### src/rtl/pe_demux_gather.sv
// Serial-to-parallel lane gatherer: fills a DEPTH-lane bank from a word stream
// and hands the whole vector to the PE array with valid/ready on both sides.
module pe_demux_gather #(
    parameter int WIDTH     = 8,
    parameter int DEPTH     = 8,
    parameter int SEL_WIDTH = $clog2(DEPTH)
) (
    input  logic                   clk,
    input  logic                   rst,
    input  logic                   clear,
    input  logic                   in_valid,
    output logic                   in_ready,
    input  logic [WIDTH-1:0]       in_data,
    input  logic                   in_sel_en,
    input  logic [SEL_WIDTH-1:0]   in_sel,
    input  logic                   in_last,
    output logic                   out_valid,
    input  logic                   out_ready,
    output logic [DEPTH*WIDTH-1:0] data_out,
    output logic [DEPTH-1:0]       out_mask,
    output logic [SEL_WIDTH-1:0]   wr_ptr,
    output logic                   err_oob
);

    typedef enum logic {FILL, HOLD} state_t;

    localparam logic [SEL_WIDTH-1:0] LAST_LANE = SEL_WIDTH'(DEPTH - 1);

    state_t                 state, state_nxt;
    logic [DEPTH*WIDTH-1:0] data_nxt;
    logic [DEPTH-1:0]       mask_nxt;
    logic [SEL_WIDTH-1:0]   ptr_nxt;
    logic                   err_nxt;
    logic [SEL_WIDTH-1:0]   lane;
    logic                   oob;
    logic                   accept;

    assign in_ready  = (state == FILL);
    assign out_valid = (state == HOLD);
    assign accept    = in_valid && in_ready;
    assign lane      = in_sel_en ? in_sel : wr_ptr;
    // Only reachable when DEPTH is not a power of two.
    assign oob       = in_sel_en && (32'(in_sel) >= DEPTH);

    always_comb begin
        state_nxt = state;
        data_nxt  = data_out;
        mask_nxt  = out_mask;
        ptr_nxt   = wr_ptr;
        err_nxt   = err_oob;
        unique case (state)
            FILL: begin
                if (accept) begin
                    if (oob) begin
                        err_nxt = 1'b1;
                    end else begin
                        data_nxt[lane*WIDTH +: WIDTH] = in_data;
                        mask_nxt[lane] = 1'b1;
                        ptr_nxt = (lane == LAST_LANE) ? '0 : lane + 1'b1;
                    end
                    if ((&mask_nxt) || in_last)
                        state_nxt = HOLD;
                end
            end
            HOLD: begin
                if (out_ready) begin
                    state_nxt = FILL;
                    data_nxt  = '0;
                    mask_nxt  = '0;
                    ptr_nxt   = '0;
                end
            end
        endcase
        // Flush wins over any accept or drain in the same cycle.
        if (clear) begin
            state_nxt = FILL;
            data_nxt  = '0;
            mask_nxt  = '0;
            ptr_nxt   = '0;
            err_nxt   = 1'b0;
        end
    end

    always_ff @(posedge clk or posedge rst) begin
        if (rst) begin
            state    <= FILL;
            data_out <= '0;
            out_mask <= '0;
            wr_ptr   <= '0;
            err_oob  <= 1'b0;
        end else begin
            state    <= state_nxt;
            data_out <= data_nxt;
            out_mask <= mask_nxt;
            wr_ptr   <= ptr_nxt;
            err_oob  <= err_nxt;
        end
    end

endmodule
### config.mk
export PLATFORM = sky130hd
export DESIGN_NAME = pe_demux_gather
export DESIGN_NICKNAME = d
export VERILOG_FILES = /design/src/rtl/pe_demux_gather.sv
export SDC_FILE = /design/constraint.sdc
export NUM_CORES = 1
export LEC_CHECK = 0
export CAP_MARGIN = 10
export CORE_AREA = 2 2 91 93
export DETAILED_ROUTE_END_ITERATION = 8
export DIE_AREA = 0 0 93 95
export PLACE_DENSITY = 0.83
export SYNTH_ARGS = -nofsm -noshare
export SYNTH_HDL_FRONTEND = slang
export SYNTH_SLANG_ARGS = --single-unit
### constraint.sdc
create_clock -name clk -period 2.2 [get_ports clk]
set_input_delay 0.22 -clock clk [delete_from_list [all_inputs] [get_ports clk]]
set_output_delay 0.22 -clock clk [all_outputs]
set_load 0.01 [all_outputs]
==> run_results.csv <==
group,metric,value,unit
synthesis,synth-simple-area-share,11.61,%
critical_path,r2r-end,"data_out[51]",
finish,layout-drive-gt1-share,19.42,%
drt,drt_iter0_drc,81,
hold_path,hold_class,"input pin to asynchronous set/reset pin",
finish,area_delta_synth_final,47.96,%
grt,overflow,0,
cts,hold_buffers,0,
placed_design,dpl.hpwl,6368,um
critical_path,worstPathArrival,2.34,ns
cts,clkTransAtPathRegs,0.08,ns
placed_design,portBuffers,94,
cts,htreeDepth,3,
drt,drt_first_pass_iters,4,
sta,rsz0062_at_grt,"true",
synthesis,ys_warn_count,0,
floorplan,die_x,93,um
synthesis,seq_area_frac_synth,57.86,%
floorplan,dieArea,8835,um^2
grt,antenna_found_initial,0,
drt,avgRoutedWirePerCell,17.27,um
cts,cts_buffer_depth,2,
critical_path,startpoint,"wr_ptr[1]",
synthesis,synth_nets,302,
synthesis,yosys.area_share.adder,1.523,%
cts,cts_num_sinks,76,
drt,via_per_inst,5.513,
critical_path,timing_worst_setup_path_type,"flop to flop",
synthesis,synthMuxAreaShare,0.6091,%
power,pwr-share-seq,43.5,%
synthesis,synthFlopType,"dfrtp_1",
grt,grt_first_pass_wirelength,14210,um
sta,setup_viol,0,
grt,grt_max_degree,77,
drt,drt-total-wl,8928,um
floorplan,rows,33,
synthesis,synth-seq-cells,76,
sta,slew_violations,0,
synthesis,synthCells,280,
power,power.internal,2505,uW
critical_path,endpoint_kind,"flop",
synthesis,synth_xor_area_share,0,%
power,p_comb_share,19.4,%
critical_path,r2r_slack,0.09,ns
drt,dr_total_vias,2850,
synthesis,synth_compound_area_share,23.79,%
grt,track_usage,20.88,%
sta,max_slew.worst_pin.slew,0.5070,ns
synthesis,synth.most_common_cell,"dfrtp_1",
finish,finalNetCount,429,
cts,cts-root-buf,"clkbuf_8",
power,p_sw,899.4,uW
drt,antenna_left,0,
synthesis,synthArstFlopShare,100.0,%
power,p_clk_share,37.1,%
drt,post-route-drc-count,0,
cts,clk_latency,0.35,ns
finish,diodes,0,
run_status,status,"completed",
critical_path,start_kind,"flop",
critical_path,rr_worst_depth,8,
critical_path,crit_end,"data_out[51]",
synthesis,netlist_area,3287,um^2
synthesis,yosys.area.top_type,"dfrtp_1",
floorplan,io_pins,96,
sta,finalSetupTns,0,ns
flow_run,maxCapViolCount,0,
placed_design,gp_congestion,0.8937,
critical_path,worstPathRequired,2.44,ns
synthesis,synth.area.top_cells,"dfrtp_1 58%, a22o_1 14%, nor4_4 1.9%",
floorplan,fp.dieH,95,um
floorplan,core_area,7928,um^2
critical_path,cp_max_fo,8,
synthesis,avgSynthCellArea,11.74,um^2
grt,grt_pass1_vias,2791,
power,vdd.ir_drop.worst,0.3360,mV
cts,post-cts-setup-buffer-count,0,
synthesis,synth_cell_type_count,41,
power,power.density,700.1,nW/um^2
sta,period_share,95.69,%
power,p_leak,0.002179,uW
synthesis,synth_edf_count,0,
synthesis,ys_top_cells_by_count,"76 x dfrtp_1, 53 x a22o_1, 16 x nand2_1, 16 x nor2_1, 15 x inv_1",
synthesis,synth_top_family_by_area,"compound AO/OA/AOI/OAI gates",
power,switching_share,26.42,%
cts,cts_tree,"yes",
sta,relSlewSlack,66.09,%
cts,cts_made_buffers,9,
synthesis,synth_top_area_share,57.86,%
sta,holdWs,0.2769,ns
sta,hold_viol,0,
sta,layout_min_cycle_time,2.105,ns
sta,max_freq,0.4750,GHz
critical_path,r2r_start,"wr_ptr[1]",
floorplan,initial_core_util,41.46,%
sta,fin_skew,0.006924,ns
-- sequential cells by signal, indices dropped and copies added, names as in the netlist --
| name | count |
|---|---|
| data_out | 64 |
| out_mask | 8 |
| out_valid | 1 |
| wr_ptr | 3 |
-- cell families (layout without fill, tap and decap cells) --
kind of cell,after synthesis,after routing
AND/OR/NAND/NOR,65,65
flip-flops,76,76
multiplexers,2,2
AO/OA/AOI/OAI,97,97
buffers and inverters,35,167
other,1,1
adder cells (fa/ha/maj),4,4
-- what timing repair did --
action                                  4_1_cts  5_1_grt
resized for setup                             3        5
pin swaps                                     0        1
endpoints found under the setup margin       35       56
-- cell type report --
class                   count  area [um^2]
fillers                   651         3064
flip-flops and latches     76         1902
multi-input cells         169         1270
repair buffers            135         1260
well taps                 105        131.4
clock buffers              10        127.6
clock inverters             6        112.6
inverters                  16        60.06
-- metrics by stage --
stage	instances	worst slack [ns]	cell area (um^2)	util, %	power (uW)
6_report	517	0.09483	4863	61.35	3405
4_1_cts	517	0.06251	4855	61.24	3410
3_5_place_dp	501	-0.4795	4604	58.08	2159
5_1_grt	517	-0.0007150	4863	61.35	3548
2_1_floorplan	280	0.01031	3303	-	1833
3_3_place_gp	501	-0.4000	4604	58.08	2142
-- worst min path at each step --
stage	from	end
2_1_floorplan	in_data[0]	data_out[56]
3_3_place_gp	data_out[58]	data_out[58]
3_5_place_dp	data_out[10]	data_out[10]
4_1_cts	rst	data_out[11]
5_1_grt	rst	data_out[11]
6_report	rst	data_out[4]
-- placed cells by master (no fill, tap or decap), types with 2 or more instances in the layout --
cell             netlist  layout
buf_4                  2      40
nand3_1                3       3
clkdlybuf4s50_1        0      93
nand4_1                7       7
or2_2                  4       4
nor4_1                 2       2
nor3_2                 2       3
a32o_1                 3       3
a21oi_1               10      10
clkinv_4               0       2
inv_1                 15      14
nand2b_1               4       4
dfrtp_1               76      76
nor2_1                16      16
o21ai_0               12      10
ha_1                   4       4
nand2_2                0       2
bufinv_16              0       3
nand2_1               16      14
o21ai_2                2       4
inv_2                  1       2
and3_1                 2       2
nor4_4                 3       3
a22o_1                53      53
a21o_1                 3       3
o32ai_1                3       3
clkbuf_8               0       9
nor2b_1                2       2
-- per-layer routing --
| layer | global-route usage [%] | share of wire (%) | vias up |
|---|---|---|---|
| li1 | - | - | 1298 |
| met1 | 27.74 | 44 | 1445 |
| met4 | 7.721 | 1.8 | 0 |
| met3 | 3.512 | 4.0 | 16 |
| met2 | 34.66 | 50 | 91 |
| met5 | 0 | 0 | - |
-- worst max-delay path, stage by stage (launching register included) --
cell and delay, ns:
dfrtp_1 0.39, mux2i_1 0.19, ha_1 0.21, ha_1 0.24, nor2_1 0.11, nand2_1 0.15, nor3_2 0.28, o21ai_2 0.17
a22o_1 0.27
-- power by group through the flow --
stage	Combinational (uW)	Sequential [uW]	Clock (uW)
floorplan	301	1530	0
global placement	636	1510	0
detailed placement	651	1510	0
CTS	658	1480	1270
global route	716	1490	1340
finish	661	1480	1260
Power figures use the tool's default switching activity.
